<file path="src/rtl/rare_net_monitor_pkg.sv">
// rtl/rare_net_monitor_pkg.sv - shared types, defaults and rarity helper for the rare-net monitor
package rare_net_monitor_pkg;

    localparam int DEF_CNT_W       = 16;
    localparam int DEF_RARE_THRESH = 2;

    typedef enum logic [1:0] {
        ST_IDLE   = 2'd0,
        ST_RUN    = 2'd1,
        ST_REPORT = 2'd2
    } state_e;

    // A window is rare when either polarity was seen at most thresh times.
    function automatic logic is_rare(input int unsigned ones,
                                     input int unsigned len,
                                     input int unsigned thresh);
        return (ones <= thresh) || ((len - ones) <= thresh);
    endfunction

endpackage

</file>
<file path="src/rtl/rare_net_monitor_if.sv">
// rtl/rare_net_monitor_if.sv - control, sample and report signals of the rare-net monitor
interface rare_net_monitor_if
    import rare_net_monitor_pkg::*;
#(
    parameter int CNT_W = DEF_CNT_W
);
    logic             net_in;
    logic             start;
    logic [CNT_W-1:0] window_len;
    logic             rpt_ready;
    logic             busy;
    logic             rpt_valid;
    logic [CNT_W-1:0] ones_cnt;
    logic [CNT_W-1:0] toggle_cnt;
    logic             rare_flag;
    logic             overflow;

    modport master (
        output net_in, start, window_len, rpt_ready,
        input  busy, rpt_valid, ones_cnt, toggle_cnt, rare_flag, overflow
    );

    modport slave (
        input  net_in, start, window_len, rpt_ready,
        output busy, rpt_valid, ones_cnt, toggle_cnt, rare_flag, overflow
    );
endinterface

</file>
<file path="src/rtl/rare_net_monitor_sat_counter.sv">
// rtl/rare_net_monitor_sat_counter.sv - saturating up-counter with clear and at-max flag
module sat_counter #(
    parameter int CNT_W = 16
) (
    input  logic             clk,
    input  logic             rst,
    input  logic             clr,
    input  logic             inc,
    output logic [CNT_W-1:0] count,
    output logic             sat
);
    localparam logic [CNT_W-1:0] MAX_VAL = '1;

    logic [CNT_W-1:0] count_q, count_d;

    always_comb begin
        count_d = count_q;
        if (clr) begin
            count_d = '0;
        end else if (inc && (count_q != MAX_VAL)) begin
            count_d = count_q + 1'b1;
        end
    end

    always_ff @(posedge clk) begin
        if (rst) begin
            count_q <= '0;
        end else begin
            count_q <= count_d;
        end
    end

    assign count = count_q;
    assign sat   = (count_q == MAX_VAL);

endmodule

</file>
<file path="src/rtl/rare_net_monitor.sv">
// rtl/rare_net_monitor.sv - counts ones and toggles of a net over a window and flags rare activity
module rare_net_monitor
    import rare_net_monitor_pkg::*;
#(
    parameter int CNT_W       = DEF_CNT_W,
    parameter int RARE_THRESH = DEF_RARE_THRESH
) (
    input logic               I1470_clk,
    input logic               I1477_rst,
    rare_net_monitor_if.slave mon
);
    state_e           state_q, state_d;
    logic [CNT_W-1:0] len_q, len_d;
    logic [CNT_W-1:0] rem_q, rem_d;
    logic             rare_vld_q, rare_vld_d;
    logic             prev_net_q, prev_net_d;

    logic             cnt_clr;
    logic             sample;
    logic             ones_inc, tog_inc;
    logic             ones_sat, tog_sat;
    logic [CNT_W-1:0] ones_cnt, toggle_cnt;

    assign prev_net_d = mon.net_in;
    assign sample     = (state_q == ST_RUN);
    assign ones_inc   = sample & mon.net_in;
    assign tog_inc    = sample & (mon.net_in ^ prev_net_q);

    always_comb begin
        state_d    = state_q;
        len_d      = len_q;
        rem_d      = rem_q;
        rare_vld_d = rare_vld_q;
        cnt_clr    = 1'b0;
        case (state_q)
            ST_IDLE: begin
                if (mon.start) begin
                    cnt_clr    = 1'b1;
                    len_d      = mon.window_len;
                    rem_d      = mon.window_len;
                    // An empty window has no samples, so it reports immediately as rare.
                    if (mon.window_len == '0) begin
                        rare_vld_d = 1'b1;
                        state_d    = ST_REPORT;
                    end else begin
                        rare_vld_d = 1'b0;
                        state_d    = ST_RUN;
                    end
                end
            end
            ST_RUN: begin
                rem_d = rem_q - 1'b1;
                if (rem_q == CNT_W'(1)) begin
                    rare_vld_d = 1'b1;
                    state_d    = ST_REPORT;
                end
            end
            ST_REPORT: begin
                if (mon.rpt_ready) begin
                    state_d = ST_IDLE;
                end
            end
            default: begin
                state_d = ST_IDLE;
            end
        endcase
    end

    always_ff @(posedge I1470_clk) begin
        if (I1477_rst) begin
            state_q    <= ST_IDLE;
            len_q      <= '0;
            rem_q      <= '0;
            rare_vld_q <= 1'b0;
            prev_net_q <= 1'b0;
        end else begin
            state_q    <= state_d;
            len_q      <= len_d;
            rem_q      <= rem_d;
            rare_vld_q <= rare_vld_d;
            prev_net_q <= prev_net_d;
        end
    end

    sat_counter #(.CNT_W(CNT_W)) u_ones_cnt (
        .clk   (I1470_clk),
        .rst   (I1477_rst),
        .clr   (cnt_clr),
        .inc   (ones_inc),
        .count (ones_cnt),
        .sat   (ones_sat)
    );

    sat_counter #(.CNT_W(CNT_W)) u_toggle_cnt (
        .clk   (I1470_clk),
        .rst   (I1477_rst),
        .clr   (cnt_clr),
        .inc   (tog_inc),
        .count (toggle_cnt),
        .sat   (tog_sat)
    );

    // Counters only move up between clears, so an at-max counter marks overflow until the next start.
    assign mon.busy       = (state_q != ST_IDLE);
    assign mon.rpt_valid  = (state_q == ST_REPORT);
    assign mon.ones_cnt   = ones_cnt;
    assign mon.toggle_cnt = toggle_cnt;
    assign mon.rare_flag  = rare_vld_q & is_rare(32'(ones_cnt), 32'(len_q), RARE_THRESH);
    assign mon.overflow   = ones_sat | tog_sat;

endmodule

</file>
<file path="src/flat_wrapper.sv">
// flat-port wrapper written by rule: the top's interface ports become plain ports
module rare_net_monitor_flat import rare_net_monitor_pkg::*;
#(
    parameter int CNT_W       = DEF_CNT_W,
    parameter int RARE_THRESH = DEF_RARE_THRESH
)
  (I1470_clk, I1477_rst, mon_net_in, mon_start, mon_window_len, mon_rpt_ready, mon_busy, mon_rpt_valid, mon_ones_cnt, mon_toggle_cnt, mon_rare_flag, mon_overflow);
  rare_net_monitor_if #(.CNT_W(CNT_W)) mon_i ();
  input logic I1470_clk;
  input logic I1477_rst;
  input wire logic [$bits(mon_i.net_in)-1:0] mon_net_in;
  input wire logic [$bits(mon_i.start)-1:0] mon_start;
  input wire logic [$bits(mon_i.window_len)-1:0] mon_window_len;
  input wire logic [$bits(mon_i.rpt_ready)-1:0] mon_rpt_ready;
  output wire logic [$bits(mon_i.busy)-1:0] mon_busy;
  output wire logic [$bits(mon_i.rpt_valid)-1:0] mon_rpt_valid;
  output wire logic [$bits(mon_i.ones_cnt)-1:0] mon_ones_cnt;
  output wire logic [$bits(mon_i.toggle_cnt)-1:0] mon_toggle_cnt;
  output wire logic [$bits(mon_i.rare_flag)-1:0] mon_rare_flag;
  output wire logic [$bits(mon_i.overflow)-1:0] mon_overflow;
  assign mon_i.net_in = mon_net_in;
  assign mon_i.start = mon_start;
  assign mon_i.window_len = mon_window_len;
  assign mon_i.rpt_ready = mon_rpt_ready;
  assign mon_busy = mon_i.busy;
  assign mon_rpt_valid = mon_i.rpt_valid;
  assign mon_ones_cnt = mon_i.ones_cnt;
  assign mon_toggle_cnt = mon_i.toggle_cnt;
  assign mon_rare_flag = mon_i.rare_flag;
  assign mon_overflow = mon_i.overflow;
  rare_net_monitor #(.CNT_W(CNT_W), .RARE_THRESH(RARE_THRESH)) u_core (.I1470_clk(I1470_clk), .I1477_rst(I1477_rst), .mon(mon_i));
endmodule
</file>
<file path="config.mk">
export PLATFORM = sky130hd
export DESIGN_NAME = rare_net_monitor_flat
export DESIGN_NICKNAME = d
export VERILOG_FILES = /design/src/rtl/rare_net_monitor_pkg.sv /design/src/rtl/rare_net_monitor_if.sv /design/src/rtl/rare_net_monitor_sat_counter.sv /design/src/rtl/rare_net_monitor.sv /design/src/flat_wrapper.sv
export SDC_FILE = /design/constraint.sdc
export NUM_CORES = 1
export LEC_CHECK = 0
export BUFFER_PORTS_ARGS = -buffer_cell sky130_fd_sc_hd__buf_2
export CORE_UTILIZATION = 42
export DETAILED_ROUTE_END_ITERATION = 10
export SYNTH_ARGS = -nofsm -noshare
export SYNTH_HDL_FRONTEND = slang
export SYNTH_SLANG_ARGS = --single-unit
</file>
<file path="constraint.sdc">
create_clock -name I1470_clk -period 8.2 [get_ports I1470_clk]
set_input_delay 1.64 -clock I1470_clk [delete_from_list [all_inputs] [get_ports I1470_clk]]
set_output_delay 1.64 -clock I1470_clk [all_outputs]
set_load 0.005 [all_outputs]
</file>
# After elaboration in Yosys (flattened, before gate mapping)
# Cells that the tools add are included.
[totals]
reg_bits = 68
in_bits = 21
out_inout_bits = 36
wordCells = 53
[classes]
addsub = 4
n_lt_le_gt_ge = 2
n_eq_ne = 10
mux = 13
n_bitwise = 5
reduce_logical = 12
[op_table]
columns = ["op", "n"]
rows = [
  ["adder 16 x 1 -> 16 bit (second input constant)", 2],
  ["== test 16 bit (second input constant)", 2],
  ["<= comparator 32 x 2 -> 1 bit (second input constant)", 1],
  ["!= test 16 bit (second input constant)", 2],
  ["case mux 16 bit (2 select lines)", 1],
  ["subtractor 16 x 16 -> 17 bit", 1],
  ["== test 16 x 1 -> 1 bit (second input constant)", 1],
  ["<= comparator 16 x 2 -> 1 bit (second input constant)", 1],
  ["logical NOT 16 bit", 1],
  ["two-way mux 16 bit", 1],
  ["subtractor 16 x 1 -> 16 bit (second input constant)", 1],
  ["two-way mux 2 bit", 4],
  ["!= test 2 bit (second input constant)", 3],
  ["case mux 2 bit (3 select lines)", 1],
  ["AND reduction 3 bit", 2],
  ["two-way mux 1 bit", 5],
  ["AND reduction 2 bit", 2],
  ["nonzero test 2 bit", 2],
  ["bitwise AND 1 bit", 3],
  ["== test 2 x 1 -> 1 bit (second input constant)", 1],
  ["== test 2 bit (second input constant)", 1],
  ["logical AND 1 bit", 2],
  ["logical NOT 2 bit", 1],
  ["case mux 1 bit (2 select lines)", 1],
  ["4 further kinds", 4],
]

# Logic depth before layout (Yosys ltp)
[logic_depth]
depth_word = 4
mapped_depth = 10
ltp_nobuf = 10

# Hierarchy
# A second synthesis with hierarchy kept.
[hier_totals]
cells_unflattened = 553
area_unflattened_um2 = 4274.1
[by_module_without_submodules]
columns = ["module", "n_inst", "cells_per_inst", "area_each_um2", "seq_area_each_um2"]
rows = [
  ["rare_net_monitor", 1, 359, 2612.5, 720.7],
  ["sat_counter", 2, 97, 830.8, 320.3],
]

# Worst setup path before layout
# OpenSTA, ideal clock, no wires.
[synth_timing]
path_kind = "register to output"
from = "register u_core.u_ones_cnt.count_q[0] (netlist: u_core.u_ones_cnt.count[0])"
to = "output mon_rare_flag"
t_arrival_ns = 2.406
required_time_ns = 6.560
path_slack_ns = 4.154
path_stages_with_launch = 10
path_buffers = 0
path_cell_list = "dfxtp_1 -> ha_1 -> fa_1 -> or2_2 -> o2111ai_2 -> a2111oi_2 -> o2111ai_1 -> nor4_1 -> o2111ai_1 -> o31ai_2"
[synth_via]
elab_chain_len = 4
elab_cells_between_ends = 5
classes_between = "add/sub (1); order compare (2); bitwise (1); reduce/logical (1)"
[synth_rtl]
columns = ["item", "line", "text"]
rows = [
  ["from (decl)", "rare_net_monitor_sat_counter.sv:14", "logic [CNT_W-1:0] count_q, count_d;"],
  ["from (signal assigned)", "rare_net_monitor_sat_counter.sv:29", "count_q <= count_d;"],
  ["subtractor 16 x 16 -> 17 bit", "rare_net_monitor_pkg.sv:17", "return (ones <= thresh) || ((len - ones) <= thresh);"],
  ["<= comparator 32 x 2 -> 1 bit", "rare_net_monitor_pkg.sv:17", ""],
  ["logical OR 1 bit (*)", "rare_net_monitor_pkg.sv:17", ""],
  ["bitwise AND 1 bit (*)", "rare_net_monitor.sv:108", "assign mon.rare_flag = rare_vld_q & is_rare(32'(ones_cnt), 32'(len_q), RARE_THRESH);"],
  ["to (decl)", "flat_wrapper.sv:19", "output wire logic [$bits(mon_i.rare_flag)-1:0] mon_rare_flag;"],
]
# Every way passes the cells marked *; elsewhere a longest branch is shown, timed or not.

# Worst setup path after layout
[layout_timing]
from = "register u_core.u_ones_cnt.count_q[11] (netlist: u_core.u_ones_cnt.count[11])"
to = "output mon_rare_flag"
# Same word-level chain as after synthesis.

==> flow_metrics.tcl <==
set metrics [dict create \
    path_class "reg2out" \
    drv_cap 0 \
    die_height_microns 99.9 \
    pwr-share-seq 0.440 \
    clockBufferDepth 2 \
    slowest_delay_ps 440 \
    grt_first_pass_wirelength_microns 16800 \
    netlist.area_leader.share 0.338 \
    routed_wl_microns 10300 \
    slowest_stage "dfxtp_1" \
    status "finished, final reports clean" \
    grt_max_degree 38 \
    yosys.area.top_type "dfxtp_1" \
    synthesis.area_sq_mm 0.00402 \
    hold_violations 0 \
    clkPwrFrac 0.338 \
    initial_core_util 0.435 \
    post-route-drc-count 0 \
    critical-path-top-delay-family "compound AO/OA/AOI/OAI gates" \
    cts_root_buf "clkbuf_8" \
    fmax_ghz 0.211 \
    crit_top_cell "o2111ai_1" \
    hpwlAfterDp_microns 7790 \
    wire_per_inst_microns 14.8 \
    ctsHoldBuffers 0 \
    setup_ws_ps 3470 \
    p_per_area_mw_per_mm2 181 \
    synth_edf_count 0 \
    tritoncts "built" \
    grt_setup_unrepaired "no" \
    seq_area_frac_synth 0.338 \
    startpoint_type "register" \
    hold_ws_ps 456 \
    antenna_found_initial 0 \
    post_cts_buffers 0 \
    crit_path_max_fanout 7 \
    place.gp.congestion 0.888 \
    finalCriticalPeriod_ps 4730 \
    drv_slew 0 \
    dp_cells 679 \
    numCtsBuffers 9 \
    portBuffers 56 \
    cts.clk_slew.worst_paths_ps 90 \
    swShare 0.322 \
    setup_viol 0 \
    dp_slack_ps 3810 \
    row_count 35 \
    placed_area_sq_mm 0.00440 \
    p_sw_mw 0.268 \
    cp_num_buf_inv 2 \
    ys_top_cells_by_area "dfxtp_1, ha_1, nand2_1, a21oi_1, nor2_1" \
    relSlewSlack 0.366 \
    num_antenna_cells 0 \
    core_area_sq_mm 0.00924 \
    area_delta_synth_final_pct 14.3 \
    synth_nets 551 \
    clock_latency_ps 350 \
    ir_drop_mv 0.0975 \
    htreeDepth 3 \
    layoutNonFillerInstCount 695 \
    postRouteAntennaNets 0 \
    cp.arrival_ps 3090 \
    fin_skew_ps 12.7 \
    power_mw 0.834 \
    ctsResizeCount 0 \
    drive_above_1_share 0.177 \
    cp.required_ps 6560 \
    min_period_over_period 0.577 \
    cts.sinks 68 \
    grt_pass1_vias 3470 \
    multi_input_area_sq_mm 0.00247 \
    power_frac_comb 0.222 \
    hp-class "reg2reg" \
    nNetsFinal 604 \
    via_per_inst 5.48 \
    n_fill_cell 938 \
    ys_async_sr_fraction 0 \
    drt_iter0_markers 163 \
    synthFlopType "dfxtp_1" \
    die_area_sq_mm 0.00998 \
    syn_inst 508 \
    pin_count 57 \
    grtUsageTotal 0.214 \
    p_int_mw 0.566 \
    design_area_sq_mm 0.00460 \
    p_leak_nw 1.84 \
    worst_pin_slew_ps 949 \
    endpoint_kind "output port" \
    finalSetupTns_ps 0 \
    synth_common_cells "dfxtp_1, nand2_1, nor2_1" \
    cp_cell_sequence "inv_1 > ha_1 > a21oi_1 > o21ai_1 > a2111oi_2 > o2111ai_1 > nor4_1 > o2111ai_1 > o31ai_2 > buf_2" \
    yosysMostFrequentCell "dfxtp_1" \
    detail_route.first_pass.iterations 5 \
    fin_util 0.498 \
    overflow 0 \
    regArea_sq_mm 0.00136 \
    ys_ff_latch 68 \
    synth_area_per_cell_sq_um 7.92 \
    ys_warn_count 0 \
    die_x_microns 99.9 \
    yosys.cell_types.count 69 \
    num_vias 3806 \
]
==> worst reg2reg max path, stage by stage, from the launching register on <==
cell	delay, ps
dfxtp_1	420
and2b_1	460
nand2_1	220
a21oi_4	290
nand4_2	260
nor4_1	380
xnor2_1	180
nor2_1	50
==> cells by family (layout without fill, tap and decap cells) <==
| logic type | count (synthesis) | in the layout | share of synthesized area |
|---|---|---|---|
| AND/OR/NAND/NOR | 219 | 219 | 0.268 |
| AO/OA/AOI/OAI | 115 | 115 | 0.192 |
| flip-flops | 68 | 68 | 0.338 |
| buffers and inverters | 48 | 106 | 0.0488 |
| XOR/XNOR | 27 | 27 | 0.0588 |
| adder cells (fa/ha/maj) | 22 | 22 | 0.0703 |
| multiplexers | 9 | 9 | 0.0233 |
==> sequential cells by signal, indices dropped and copies added, names as in the netlist <==
signal	flops
u_core.u_ones_cnt.count	16
u_core.u_toggle_cnt.count	16
u_core.state_q	2
u_core.prev_net_q	1
u_core.rare_vld_q	1
u_core.rem_q	16
u_core.len_q	16
==> placed cells by master (no fill, tap or decap), types with 16 or more instances in the layout <==
cell	synthesis	layout
nand2_1	63	63
inv_1	31	31
a21oi_1	43	43
nor2_1	57	57
nor3_1	18	18
dfxtp_1	68	68
ha_1	21	21
o21ai_0	17	17
nand3_1	16	16
buf_2	0	56
==> final timing paths <==
check                           cells past startpoint                                      from  slack [ps]                                        to
worst max register to register                      7            u_core.state_q[0]$_SDFFE_PP0P_        5840  u_core.u_ones_cnt.count[13]$_SDFFE_PP0P_
worst min-delay path                                2              u_core.len_q[0]$_SDFFE_PP0P_         460              u_core.len_q[0]$_SDFFE_PP0P_
worst min register to register                      2              u_core.len_q[0]$_SDFFE_PP0P_         460              u_core.len_q[0]$_SDFFE_PP0P_
worst max-delay path                               10  u_core.u_ones_cnt.count[11]$_SDFFE_PP0P_        3470                             mon_rare_flag
==> power groups by stage <==
stage / clock (mW) / sequential (mW) / combinational (mW)
5_1_grt: 0.304 / 0.370 / 0.208
4_1_cts: 0.287 / 0.367 / 0.184
6_report: 0.282 / 0.367 / 0.185
3_5_place_dp: 0 / 0.374 / 0.183
2_1_floorplan: 0 / 0.369 / 0.145
3_3_place_gp: 0 / 0.374 / 0.182
==> cell type report <==
cell class | instances | area share
clock buffer | 9 | 0.0269
clock inverter | 7 | 0.0166
inverter | 33 | 0.0269
multi-input combinational | 392 | 0.536
sequential | 68 | 0.296
tap | 129 | 0.0351
timing repair buffer | 57 | 0.0626
==> layer usage <==
metal / part of all wire / vias up / global-route usage
li1: - / 1912 / -
met1: 0.47 / 1790 / 0.289
met2: 0.46 / 91 / 0.343
met3: 0.052 / 13 / 0.0397
met4: 0.017 / 0 / 0.0747
met5: 0 / - / 0
Note: power is estimated with default switching activity, not from simulation.
